File: src/rtl/instr_dispatch.sv
// ---------------------------------------------------------------------------
// instr_dispatch
//
// Buffers instructions {cpu, rw, addr, data} from a producer in a small FIFO.
// It issues them one at a time to a group of processors. Each transaction
// runs until the selected processor pulses done, or until TMO cycles have
// elapsed. After every transaction there is one GAP cycle with no processor
// selected, so the processors return to snoop phase 0.
//
// Handshake: in_valid / in_ready follow strict valid/ready semantics.
//   - A transfer happens on a rising clock edge where both signals are high.
//   - in_ready depends only on registered state (occupancy and the
//     post-reset enable). It never depends on in_valid or on a pop in the
//     same cycle.
//   - Once the producer raises in_valid, it holds the instruction stable
//     until the transfer happens.
//
// Ports
//   clock        sole clock, rising edge
//   resetn       synchronous active-low reset
//   in_valid     producer offers an instruction
//   in_ready     queue can accept (count < DEPTH, low during reset)
//   in_cpu       target processor 0..2 (3 is illegal and is dropped)
//   in_rw        0 = read, 1 = write
//   in_addr      block address
//   in_data      write data
//   execpu       processor selected for execution, 2'b11 = none
//   readwrite    operation presented to the processors
//   address      address presented to the processors
//   data         write data presented to the processors
//   done         completion pulse from the executing processor
//   busy         a transaction is in flight
//   count        queue occupancy, 0..DEPTH
//   err_bad_cpu  one-cycle pulse after an in_cpu == 3 instruction is accepted
//   timeout      one-cycle pulse after a transaction ends without done
//   dbg_state    current FSM state, for debug and checkers
// ---------------------------------------------------------------------------
module instr_dispatch #(
   parameter int DEPTH = 4,
   parameter int TMO   = 4
) (
   input  logic       clock,
   input  logic       resetn,
   input  logic       in_valid,
   output logic       in_ready,
   input  logic [1:0] in_cpu,
   input  logic       in_rw,
   input  logic [2:0] in_addr,
   input  logic [2:0] in_data,
   output logic [1:0] execpu,
   output logic       readwrite,
   output logic [2:0] address,
   output logic [2:0] data,
   input  logic       done,
   output logic       busy,
   output logic [3:0] count,
   output logic       err_bad_cpu,
   output logic       timeout,
   output logic [1:0] dbg_state
);

   localparam int AW = (DEPTH > 1) ? $clog2(DEPTH) : 1;
   localparam int PW = $clog2(TMO + 1);
   localparam logic [3:0]    DEPTH_C = 4'(DEPTH);
   localparam logic [PW-1:0] PH_LAST = PW'(TMO - 1);
   localparam logic [1:0]    NO_CPU  = 2'b11;

   typedef enum logic [1:0] {
      S_IDLE = 2'd0,
      S_GAP  = 2'd1,
      S_RUN  = 2'd2
   } state_t;

   state_t         state;
   state_t         state_nxt;

   logic [8:0]     mem [DEPTH];
   logic [AW-1:0]  wr_ptr;
   logic [AW-1:0]  rd_ptr;
   logic [PW-1:0]  phase;
   logic           ready_en;

   logic           accept;
   logic           push;
   logic           bad_cpu;
   logic           pop;
   logic           tmo_hit;
   logic [8:0]     head;

   // ready_en is cleared by reset. It keeps in_ready low during reset and
   // lets it rise on the first cycle after reset is released.
   assign in_ready  = ready_en && (count < DEPTH_C);
   assign accept    = in_valid && in_ready;
   assign bad_cpu   = accept && (in_cpu == NO_CPU);
   assign push      = accept && (in_cpu != NO_CPU);
   assign head      = mem[rd_ptr];
   assign busy      = (state == S_RUN);
   assign dbg_state = state;

   // Next-state logic. Pop happens only from IDLE with a non-empty queue,
   // so the queue is never popped when empty. A done in RUN takes priority
   // over the timeout condition.
   always_comb begin
      state_nxt = state;
      pop       = 1'b0;
      tmo_hit   = 1'b0;
      case (state)
         S_IDLE: begin
            if (count != 4'd0) begin
               pop       = 1'b1;
               state_nxt = S_RUN;
            end
         end
         S_RUN: begin
            if (done) begin
               state_nxt = S_GAP;
            end else if (phase == PH_LAST) begin
               state_nxt = S_GAP;
               tmo_hit   = 1'b1;
            end
         end
         S_GAP:   state_nxt = S_IDLE;
         default: state_nxt = S_IDLE;
      endcase
   end

   always_ff @(posedge clock) begin
      if (!resetn) state <= S_IDLE;
      else         state <= state_nxt;
   end

   // Queue storage. The contents need no reset because the pointers and
   // count define which entries are valid.
   always_ff @(posedge clock) begin
      if (push) mem[wr_ptr] <= {in_cpu, in_rw, in_addr, in_data};
   end

   always_ff @(posedge clock) begin
      if (!resetn) begin
         wr_ptr      <= '0;
         rd_ptr      <= '0;
         count       <= 4'd0;
         ready_en    <= 1'b0;
         err_bad_cpu <= 1'b0;
         timeout     <= 1'b0;
         execpu      <= NO_CPU;
         readwrite   <= 1'b0;
         address     <= 3'd0;
         data        <= 3'd0;
         phase       <= '0;
      end else begin
         ready_en    <= 1'b1;
         err_bad_cpu <= bad_cpu;
         timeout     <= tmo_hit;

         if (push) wr_ptr <= wr_ptr + 1'b1;
         if (pop)  rd_ptr <= rd_ptr + 1'b1;

         case ({push, pop})
            2'b10:   count <= count + 4'd1;
            2'b01:   count <= count - 4'd1;
            default: count <= count;
         endcase

         // readwrite, address and data are loaded only on issue. They
         // keep their last value while execpu shows no processor.
         if (pop) begin
            execpu    <= head[8:7];
            readwrite <= head[6];
            address   <= head[5:3];
            data      <= head[2:0];
            phase     <= '0;
         end else if (state == S_RUN) begin
            if (state_nxt == S_GAP) execpu <= NO_CPU;
            else                    phase  <= phase + 1'b1;
         end
      end
   end

endmodule

File: config.mk
export PLATFORM = sky130hd
export DESIGN_NAME = instr_dispatch
export DESIGN_NICKNAME = d
export VERILOG_FILES = /design/src/rtl/instr_dispatch.sv
export SDC_FILE = /design/constraint.sdc
export NUM_CORES = 1
export LEC_CHECK = 0
export BUFFER_PORTS_ARGS = -buffer_cell sky130_fd_sc_hd__buf_2
export CAP_MARGIN = 10
export CORE_MARGIN = 10
export CORE_UTILIZATION = 55
export DETAILED_ROUTE_END_ITERATION = 6
export GPL_TIMING_DRIVEN = 0
export HOLD_SLACK_MARGIN = 0.15
export PLACE_DENSITY = 0.76
export SLEW_MARGIN = 20
export SYNTH_ARGS = -nofsm -noshare
export SYNTH_HDL_FRONTEND = slang
export SYNTH_SLANG_ARGS = --single-unit
export TNS_END_PERCENT = 1
File: constraint.sdc
create_clock -name clock -period 2.73 [get_ports clock]
set_input_delay 0.546 -clock clock [delete_from_list [all_inputs] [get_ports clock]]
set_output_delay 0.546 -clock clock [all_outputs]
set_load 0.02 [all_outputs]
Word-level counts from Yosys, hierarchy flattened --
Memory sizes are Yosys's and may differ from the RTL's. A register that Yosys moved wholly into a read port is not among the register bits. Index checks and enable logic that the tools add are counted.
Operators by class: div/mod/pow operators 0, reductions and logical operators 13, add/subtract/negate cells 5, mux-type cells 16, bitwise gates (word level) 3, order comparisons 1, equality and inequality tests 7, $mul 0, shifts and indexed selects 0
Operators by type and width (count):
- $mux W2 | 8
- $pmux W4 S2 | 1
- $eq A2 B2 Y1 const B | 3
- $mux W1 | 6
- $reduce_bool A2 Y1 | 3
- $add A2 B1 Y2 const B | 2
- $add A4 B1 Y4 const B | 1
- $eq A2 B1 Y1 const B | 2
- $logic_and A1 B1 Y1 | 4
- $lt A4 B3 Y1 const B | 1
- $pmux W2 S2 | 1
- $reduce_and A2 Y1 | 2
- $reduce_bool A4 Y1 | 1
- $sub A4 B1 Y4 const B | 1
- $add A3 B1 Y3 const B | 1
- $eq A3 B2 Y1 const B | 1
- $not A1 Y1 | 3
- $reduce_or A3 Y1 | 1
- $logic_not A2 Y1 | 1
- $ne A2 B2 Y1 const B | 1
- $reduce_or A2 Y1 | 1
Storage, ports and cells: input port bits 13, bits in read-only memories 0, bits in latches 0, memories kept 1, logic and storage cells 58, bits in registers 25, bits in writable memories 36, output and inout bits 19
Memories:
- mem | words 4, bits a word 9, read ports 1, clocked after Yosys merged registers in 1, write ports 1, line 77 | logic [8:0] mem [DEPTH];

Depth between registers and ports, before layout --
Gate-level depths: netlist of run 1.
depth in word-level cells 8, depth in mapped cells 11, mapped depth without buffers 11

Least setup slack after synthesis of run 1 --
Ideal clock, no wire load.
path type reg-to-reg, start point reg count[0], end point reg count[2], data arrival time 2.250 ns, setup time 0.070 ns, slack 0.410 ns, cell stages (with the launch flop) 12, required time 2.660 ns, path through dfxtp_1 nor4_2 nand2b_2 inv_2 buf_6 ha_1 xor2_1 ha_1 a21oi_1 xor2_1 or3_1 a21boi_1
Between the ends: elaborated cells on any way between the ends 13
RTL lines:
- from (decl) | line 56 | output logic [3:0] count,
- from (signal assigned) | line 160 | 2'b10: count <= count + 4'd1;
- from (signal assigned) | line 161 | 2'b01: count <= count - 4'd1;
- from (signal assigned) | line 162 | default: count <= count;
- $reduce_bool A4 Y1 (*) | line 109 | if (count != 4'd0) begin
- $mux W1 (*) | line 109
- $mux W1 (*) | line 107 | case (state)
- net pop | line 86 | logic pop;
- $eq A2 B1 Y1 or $eq A2 B2 Y1 (tied branches) | line 159 | case ({push, pop})
- $pmux W4 S2 or $reduce_bool A2 Y1 (tied branches)
The timed path passes the listed nets; every way through them passes the cells marked *. A chain may end at the register's enable or synchronous reset.

Worst setup path in the final report of run 1 --
start point reg count[1], end point reg count[2]
Same word-level chain as after synthesis.

==> flow_summary.yaml, run 1 <==
worst_setup_path:
  cp.arrival_ns: 2.72
  critPathCaptureType: "flip-flop"
  cp_max_fo: 11
  start_kind: "flip-flop"
  cp.required_ns: 3.00
  setup.worst_path.class: "flip-flop to flip-flop"
clock_tree:
  ctsLongestPathBuffers: 2
  cts_made_buffers: 9
  cts_tree: "yes"
  clk_latency_ns: 0.33
  post_cts_buffers: 0
  htreeDepth: 3
  clock-root-buffer: "clkbuf_8"
  cts_hold_buf: 0
  post_cts_resized: 0
  clk_pin_slew_ns: 0.07
  clock-sinks: 63
grt:
  antenna_found_initial: 0
  grt_overflow: 0
  track_usage_pct: 12.98
  grt_first_pass_wirelength_mm: 7.652
  grt_max_degree: 12
  grt_pass1_vias: 1564
logic_synthesis:
  synth_cell_types: 35
  ys_warn_count: 0
  synth_cells: 178
  synth_seq_cells: 63
  async_reset_ff_share_pct: 0
  synth_area_leader_cell: "edfxtp_1"
  ys_seq_area_share_pct: 64.25
  synthesis.area_um2: 2524
  syn_nets: 200
  synth-main-ff-cell: "edfxtp_1"
  synth_top_area_share_pct: 42.84
  synth_edf_count: 36
  yosys-top-cells-area: "edfxtp_1, dfxtp_1, mux4_2"
  synth_area_per_cell_um2: 14.18
finish:
  areaGrowthSynthToFinish_pct: 15.27
  num_antenna_cells: 0
  drive_gt1_share_pct: 29.33
  fillers: 312
  fin_nets: 242
  layout_commonest_cell: "edfxtp_1"
  layout_common_cells: "edfxtp_1, buf_2, dfxtp_1"
power_and_ir_drop:
  vdd_drop_max_mv: 0.4532
  total_power_mw: 2.955
  power_density_nw_per_um2: 1016
  power_leakage_nw: 1.096
placement:
  gp_congestion: 0.7850
  dp.final_hpwl_mm: 3.306
  portBuffers: 31
timing:
  slew-limit-headroom_pct: 63.92
  finalHoldViolations: 0
  clock.fmax_mhz: 408.1
  fin_setup_tns_ns: 0
  setup_violations: 0
  rsz0062_at_grt: "no"
  worst_pin_slew_ns: 0.5411
  skew_ns: 0.009453
  min_period_over_period_pct: 89.76
  maxSlewViolCount: 0
  layout_min_cycle_time_ns: 2.451
routing:
  routed_wl_mm: 4.521
  drt_pass1_iterations: 7
  vias: 1472
  drt_iter0_markers: 71
  ant_nets: 0
  vias_per_cell: 5.314
  wl_per_cell_um: 16.32
  remaining_drc_errors: 0
floorplanning:
  dieHeight_um: 87.74
  rows: 24
  die_w_um: 87.74
  core-area_um2: 4414
  dieArea_um2: 7698
  ios: 32
  start_util_pct: 57.17
min_path:
  hp-class: "primary input to flip-flop"
run:
  cap_violations: 0
outcome:
  status: "complete, no violations"
final cells by class:
type,instances,area (um2),area share [%]
Multi-Input combinational cell,103,840.8,28.90
Clock inverter,6,37.54,1.290
Inverter,6,22.52,0.7742
Sequential cell,63,1622,55.74
Tap cell,52,65.06,2.237
Buffer,6,38.79,1.333
Clock buffer,10,127.6,4.387
Timing Repair Buffer,31,155.1,5.333
worst max-delay path: stages, from the launching register on:
cell	delay, ns
dfxtp_1	0.39
nor4_2	0.31
nand2b_2	0.21
inv_2	0.05
buf_6	0.14
ha_1	0.24
xor2_1	0.16
ha_1	0.19
a21oi_1	0.14
xor2_1	0.09
or3_1	0.31
a21boi_1	0.14
kinds of logic (layout without fill, tap and decap cells):
family	Yosys count	in the layout	share of synthesized area (%)
multiplexers	13	13	9.618
AND/OR/NAND/NOR	56	56	11.65
flip-flops	63	63	64.25
buffers and inverters	12	59	2.429
AO/OA/AOI/OAI	18	18	5.156
XOR/XNOR	7	7	2.429
adder cells (fa/ha/maj)	9	9	4.462
metrics by stage:
stage          worst slack, ns  util (%)  hold slack, ns  instance area [um2]  cells
2_1_floorplan           0.4103         -          0.4646                 2524    178
3_3_place_gp            0.3338     62.16          0.4421                 2744    261
3_5_place_dp            0.2730     62.16          0.4501                 2744    261
4_1_cts                 0.2559     65.90          0.4025                 2909    277
5_1_grt                0.01544     65.90          0.4024                 2909    277
6_report                0.2794     65.90          0.4185                 2909    277
cells in the mapped netlist (all sizes together) (2+ instances only):
| cell | instances |
|---|---|
| mux4 | 9 |
| o21ai | 4 |
| mux2i | 4 |
| nor3 | 4 |
| and2 | 11 |
| nand2b | 4 |
| inv | 6 |
| ha | 9 |
| a21boi | 8 |
| nand2 | 18 |
| a21oi | 2 |
| nand3 | 2 |
| nor2b | 2 |
| dfxtp | 27 |
| edfxtp | 36 |
| nor2 | 11 |
| xor2 | 2 |
| buf | 3 |
| xnor2 | 5 |
| clkbuf | 3 |
power by group:
part	internal [mW]	switching (mW)	leakage, nW
Sequential	1.15	0.0867	0.547
Combinational	0.457	0.593	0.471
Clock	0.324	0.348	0.0781
Total	1.93	1.03	1.10
worst paths after layout:
path,start,to,slack [ns],cells past startpoint
worst min-delay path,done,timeout$_SDFF_PP0_,0.42,2
worst max register to register,count[1]$_SDFFE_PN0P_,count[2]$_SDFFE_PN0P_,0.28,11
worst min register to register,readwrite$_SDFFE_PN0P_,readwrite$_SDFFE_PN0P_,0.46,2
worst max-delay path,count[1]$_SDFFE_PN0P_,count[2]$_SDFFE_PN0P_,0.28,11
registers in the layout, indices dropped and copies added (netlist names), named ones only:
signal / cells
phase: 3
rd_ptr: 2
ready_en: 1
address: 3
execpu: 2
mem: 36
count: 4
data: 3
readwrite: 1
err_bad_cpu: 1
timeout: 1
dbg_state: 2
wr_ptr: 2
layer usage:
| metal | vias to the layer above | global-route usage, % | wire length [um] |
|---|---|---|---|
| li1 | 724 | - | - |
| met1 | 712 | 14.95 | 1901 |
| met2 | 31 | 21.56 | 2349 |
| met3 | 5 | 4.735 | 230 |
| met4 | 0 | 4.928 | 39 |
| met5 | - | 0 | 0 |
No activity file was read; power rests on OpenSTA's default activity.
==> inputs of run 2 (changes only) <==
Settings changed: ABC_AREA from default to 1, BUFFER_PORTS_ARGS -buffer_cell sky130_fd_sc_hd__buf_2 to default, CTS_CLUSTER_DIAMETER from default to 120, DONT_BUFFER_PORTS from default to 1, PLACE_DENSITY 0.76 to 0.7.
==> run 2 against run 1 <==
Compared with the run above:
- maximum frequency shrank 1.8%
- clock-buffer cell count grew 1
- first-iteration DRC count grew 7.0%
- via count grew 12%
- core utilization shrank 2.8 points
- critical path type unchanged
- critical endpoint unchanged
- largest power group unchanged
- highest routed layer unchanged
==> flow_summary.yaml, run 2 <==
floorplanning:
  ios: 32
  die_w_um: 88.24
  start_util_pct: 57.63
  dieArea_um2: 7786
  core-area_um2: 4444
  dieHeight_um: 88.24
  rows: 24
routing:
  vias: 1647
  remaining_drc_errors: 0
  routed_wl_mm: 4.833
  ant_nets: 0
  vias_per_cell: 5.330
  drt_iter0_markers: 76
  wl_per_cell_um: 15.64
  drt_pass1_iterations: 4
timing:
  skew_ns: 0.008672
  clock.fmax_mhz: 400.9
  rsz0062_at_grt: "no"
  layout_min_cycle_time_ns: 2.494
  min_period_over_period_pct: 91.37
  finalHoldViolations: 0
  worst_pin_slew_ns: 0.9025
  setup_ws_ns: 0.2356
  fin_setup_tns_ns: 0
  slew-limit-headroom_pct: 39.61
  maxSlewViolCount: 0
  setup_violations: 0
logic_synthesis:
  synth_cells: 241
  synth_area_per_cell_um2: 10.63
  async_reset_ff_share_pct: 0
  ys_warn_count: 0
  synth_cell_types: 30
  yosys-top-cells-area: "edfxtp_1, dfxtp_1, nor2_1"
  ys_seq_area_share_pct: 63.31
  synth-main-ff-cell: "edfxtp_1"
  yosys-top-cells-count: "nor2_1, edfxtp_1, dfxtp_1, o21ai_0"
  synth_top_area_share_pct: 42.21
  synth_edf_count: 36
  synth_area_leader_cell: "edfxtp_1"
  syn_nets: 263
  synth_most_common_cell: "nor2_1"
  synthesis.area_um2: 2561
  synth_seq_cells: 63
worst_setup_path:
  slowest_stage: "nor3b_2"
  critPathCaptureType: "flip-flop"
  start_kind: "flip-flop"
  cpMostUsedCell: "ha_1"
  cp.required_ns: 2.95
  cp.arrival_ns: 2.71
  slowest_delay_ns: 0.47
  cp_max_fo: 7
  setup.worst_path.class: "flip-flop to flip-flop"
  critical_path.cell_chain: "nor3b_2, nand2_2, a21oi_4, inv_2, ha_1, nor2_1, nor2_4, ha_1, a21oi_1, xnor2_1, o21ai_0, inv_1"
clock_tree:
  clk_pin_slew_ns: 0.06
  cts_tree: "yes"
  cts_hold_buf: 0
  cts_made_buffers: 9
  clock-sinks: 63
  post_cts_buffers: 0
  clock-root-buffer: "clkbuf_8"
  htreeDepth: 3
  ctsLongestPathBuffers: 2
  clk_latency_ns: 0.32
  post_cts_resized: 0
power_and_ir_drop:
  total_power_mw: 3.068
  vdd_drop_max_mv: 0.5391
  power_leakage_nw: 1.111
  power_density_nw_per_um2: 1093
finish:
  drive_gt1_share_pct: 13.62
  num_antenna_cells: 0
  top_regs: "mem (36), count (4)"
  layout_commonest_cell: "nor2_1"
  layout_common_cells: "nor2_1, edfxtp_1, o21ai_0, dfxtp_1"
  fin_nets: 274
  largest_reg_flops: 36
  fillers: 343
  fin_util_pct: 63.15
  regMostFlops: "mem"
  areaGrowthSynthToFinish_pct: 9.575
grt:
  grt_overflow: 0
  grt_max_degree: 12
  grt_pass1_vias: 1560
  track_usage_pct: 13.06
  grt_first_pass_wirelength_mm: 7.583
  antenna_found_initial: 0
placement:
  portBuffers: 0
  dp.final_hpwl_mm: 3.312
  gp_congestion: 0.8082
  dp_slack_ns: 0.2144
outcome:
  status: "complete, no violations"
run:
  cap_violations: 0
min_path:
  hp-class: "primary input to flip-flop"
-- run 2: changes by cell type after synthesis, moves of 8 or more --
cell | previous run | this run
a21oi_1 | 1 | 13
and2_1 | 11 | 0
inv_1 | 5 | 21
a21boi_1 | 8 | 0
mux4_2 | 9 | 0
nor2_1 | 11 | 42
o21ai_0 | 2 | 27
o22ai_1 | 1 | 9
-- run 2: cell type report --
type / instances / area (um2) / area share, %
Tap cell: 52 / 65.06 / 2.318
Clock inverter: 5 / 48.80 / 1.739
Sequential cell: 63 / 1622 / 57.78
Inverter: 26 / 100.1 / 3.567
Clock buffer: 11 / 131.4 / 4.681
Multi-Input combinational cell: 144 / 780.7 / 27.82
Buffer: 8 / 58.81 / 2.095
-- run 2: routing by layer --
metal / up-vias / part of all wire (%) / GRT usage [%]
met4: 0 / 1.4 / 7.342
met5: - / 0 / 0
met3: 7 / 8.0 / 4.963
li1: 844 / - / -
met2: 42 / 49 / 21.10
met1: 754 / 41 / 14.60
-- run 2: path summary, 6_finish.rpt --
kind                                        startpoint               endpoint  slack, ns  depth (start not counted)
worst max register to register   count[2]$_SDFFE_PN0P_  count[2]$_SDFFE_PN0P_       0.24                         12
worst max-delay path             count[2]$_SDFFE_PN0P_  count[2]$_SDFFE_PN0P_       0.24                         12
worst min register to register  rd_ptr[1]$_SDFFE_PN0P_              flip-flop       0.47                          2
worst min-delay path                            resetn       ready_en$_DFF_P_       0.24                          0
-- run 2: kinds of logic after synthesis --
logic type / share of synthesized area [%]
fa+ha+maj: 4.397
buf+inv: 6.204
simple gates: 13.34
compound gates: 12.41
flops: 63.31
xor+xnor: 0.3420
-- run 2: power breakdown --
part	switching [mW]	total, mW	internal [mW]
Clock	0.320	0.734	0.414
Sequential	0.205	1.36	1.16
Combinational	0.624	0.972	0.348
-- run 2: metrics by stage --
| stage | hold WS [ns] | cells | instance area, um2 |
|---|---|---|---|
| after CTS | 0.2289 | 309 | 2806 |
| after floorplan | 0.4368 | 241 | 2561 |
| after global placement | 0.4488 | 293 | 2626 |
| final | 0.2418 | 309 | 2806 |
| after detailed placement | 0.4599 | 293 | 2626 |
| after global routing | 0.2195 | 309 | 2806 |
-- run 2: critical path: cells and delay by family, from the launching register on --
kind            cells  cell delay, ns
fa+ha+maj           2            0.41
compound gates      3            0.46
buf+inv             2            0.15
flops               1            0.40
simple gates        4            0.88
xor+xnor            1            0.08
==> inputs of run 3 (changes only) <==
Settings changed: CTS_BUF_LIST from default to sky130_fd_sc_hd__clkbuf_2, REMOVE_ABC_BUFFERS from default to 1.
Clock period 2.73 ns to 3.1 ns, I/O delays scaled along.
==> run 3 against run 2 <==
Compared with the run above:
- die area did not move
- non-clock buffer count fell by 5
- maximum frequency fell by 3.7%
- cell area fell by 2.8%
- clock power fell by 26%
- sequential share of layout area rose by 1.7 points
- combinational power fell by 24%
- sequential cell count did not move
- wire length fell by 0.68%
- sequential power fell by 9%
- largest cell class unchanged
- largest power group unchanged
==> flow_summary.yaml, run 3 (synthesized netlist as in run 2, its figures left out) <==
routing:
  remaining_drc_errors: 0
  drt_pass1_iterations: 4
  ant_nets: 0
  vias: 1635
  vias_per_cell: 5.378
  routed_wl_mm: 4.800
  dr_wl_met2_mm: 2.293
  drt_iter0_markers: 77
  wl_per_cell_um: 15.79
  wl_met1_mm: 2.055
  maxUsedRoutingLayer: "met4"
  wl_met3_um: 373
floorplanning:
  start_util_pct: 57.63
  core-area_um2: 4444
  dieArea_um2: 7786
  ios: 32
  rows: 24
  die_w_um: 88.24
  dieHeight_um: 88.24
worst_setup_path:
  cp_max_fo: 14
  slowest_delay_ns: 0.56
  critPathCaptureType: "flip-flop"
  slowest_stage: "dfxtp_1"
  path_buf_inv: 4
  setup.worst_path.class: "flip-flop to flip-flop"
  critical_path.top_delay_family: "buffers and inverters"
  worstSetupPathDepth: 13
  cpMostUsedCell: "inv_1"
  start_kind: "flip-flop"
  r2r_slack_ns: 0.51
  crit_path_start: "count[2]$_SDFFE_PN0P_"
  timing.rr.start: "count[2]$_SDFFE_PN0P_"
  cp.required_ns: 3.48
  critical_path.cell_chain: "inv_1, nand3_2, nand3_2, inv_2, ha_1, nand2_1, inv_1, nor2_4, ha_1, a21oi_1, xnor2_1, o21ai_0, inv_1"
  cp.arrival_ns: 2.97
  r2r_cells: 13
  rr_endpoint: "count[2]$_SDFFE_PN0P_"
grt:
  grt_first_pass_wirelength_mm: 7.824
  grt_max_degree: 22
  track_usage_pct: 13.54
  antenna_found_initial: 0
  grt_pass1_vias: 1566
  grt_overflow: 0
min_path:
  hold_end: "execpu[1]$_SDFFE_PN1P_"
  holdCritStartpoint: "resetn"
  hp-class: "primary input to flip-flop"
  hold_path_depth: 1
finish:
  layout_common_cells: "nor2_1, edfxtp_1, o21ai_0, dfxtp_1"
  regMostFlops: "mem"
  num_antenna_cells: 0
  top_regs: "mem (36), count (4)"
  layout_commonest_cell: "nor2_1"
  largest_reg_flops: 36
  drive_gt1_share_pct: 12.30
  fin_cells: 304
  fin_nets: 269
  fillers: 380
  areaGrowthSynthToFinish_pct: 6.497
timing:
  rsz0062_at_grt: "no"
  clock.fmax_mhz: 385.9
  min_period_over_period_pct: 83.59
  setup_violations: 0
  fin_setup_tns_ns: 0
  finalHoldViolations: 0
  maxSlewViolCount: 0
  skew_ns: 0.01850
  worst_pin_slew_ns: 0.9204
  layout_min_cycle_time_ns: 2.591
  slew-limit-headroom_pct: 38.41
power_and_ir_drop:
  power_density_nw_per_um2: 925.1
  total_power_mw: 2.523
  vdd_drop_max_mv: 0.4863
  power_leakage_nw: 1.077
placement:
  dp.final_hpwl_mm: 3.055
  dp_cells: 285
  gp_congestion: 0.8086
  portBuffers: 0
outcome:
  status: "complete, no violations"
clock_tree:
  post_cts_buffers: 0
  cts_tree: "yes"
  cts_made_buffers: 9
  post_cts_resized: 0
  clock-root-buffer: "clkbuf_2"
  clk_pin_slew_ns: 0.15
  htreeDepth: 3
  clk_latency_ns: 0.47
  ctsLongestPathBuffers: 2
  clock-sinks: 63
run:
  cap_violations: 0
[run 3: layout make-up]
class | instances | area (um2) | area share [%]
clock buffers | 12 | 60.06 | 2.202
clock inverters | 4 | 70.07 | 2.569
inverters | 26 | 100.1 | 3.670
multi-input cells | 144 | 780.7 | 28.62
flip-flops and latches | 63 | 1622 | 59.45
well taps | 52 | 65.06 | 2.385
repair buffers | 3 | 30.03 | 1.101
[run 3: power breakdown]
group,switching (mW),internal [mW]
clock network,0.270,0.275
registers,0.225,1.02
logic,0.482,0.255
total,0.977,1.55
[run 3: worst max-delay path by stage]
stage                     slack [ns]               endpoint
after global routing            0.14  count[2]$_SDFFE_PN0P_
final                           0.51  count[2]$_SDFFE_PN0P_
after global placement          0.51  count[2]$_SDFFE_PN0P_
after floorplan                 0.79  count[2]$_SDFFE_PN0P_
after detailed placement        0.48  count[2]$_SDFFE_PN0P_
after CTS                       0.46  count[2]$_SDFFE_PN0P_
[run 3: metrics by stage]
step                      worst slack (ns)  instance area (um2)  util [%]  hold WS [ns]
after floorplan                     0.7920                 2502         -        0.4368
after global placement              0.5051                 2567     57.77        0.4473
after detailed placement            0.4814                 2567     57.77        0.4502
after CTS                           0.4589                 2708     60.92        0.1844
after global routing                0.1440                 2728     61.37        0.1514
final                               0.5089                 2728     61.37        0.2181
[run 3: routing by layer]
metal  global-route usage [%]  vias up
li1                         -      830
met1                    15.20      756
met2                    21.77       40
met3                    6.801        9
met4                    4.993        0
met5                        0        -
[run 3: repair_timing]
action / in CTS / in global routing
endpoints found under the hold margin: 1 / 2
setup endpoints to repair: 0 / 0
hold buffers: 1 / 2
[run 3: worst reg2reg max path, delay by kind of cell (launching register included)]
kind | cells | cell delay (ns)
AOI/OAI and AO/OA | 2 | 0.28
and+or+nand+nor | 4 | 0.48
DFF | 1 | 0.56
buffers and inverters | 4 | 0.66
xor gates and xnor gates | 1 | 0.08
adders and majority gates | 2 | 0.43
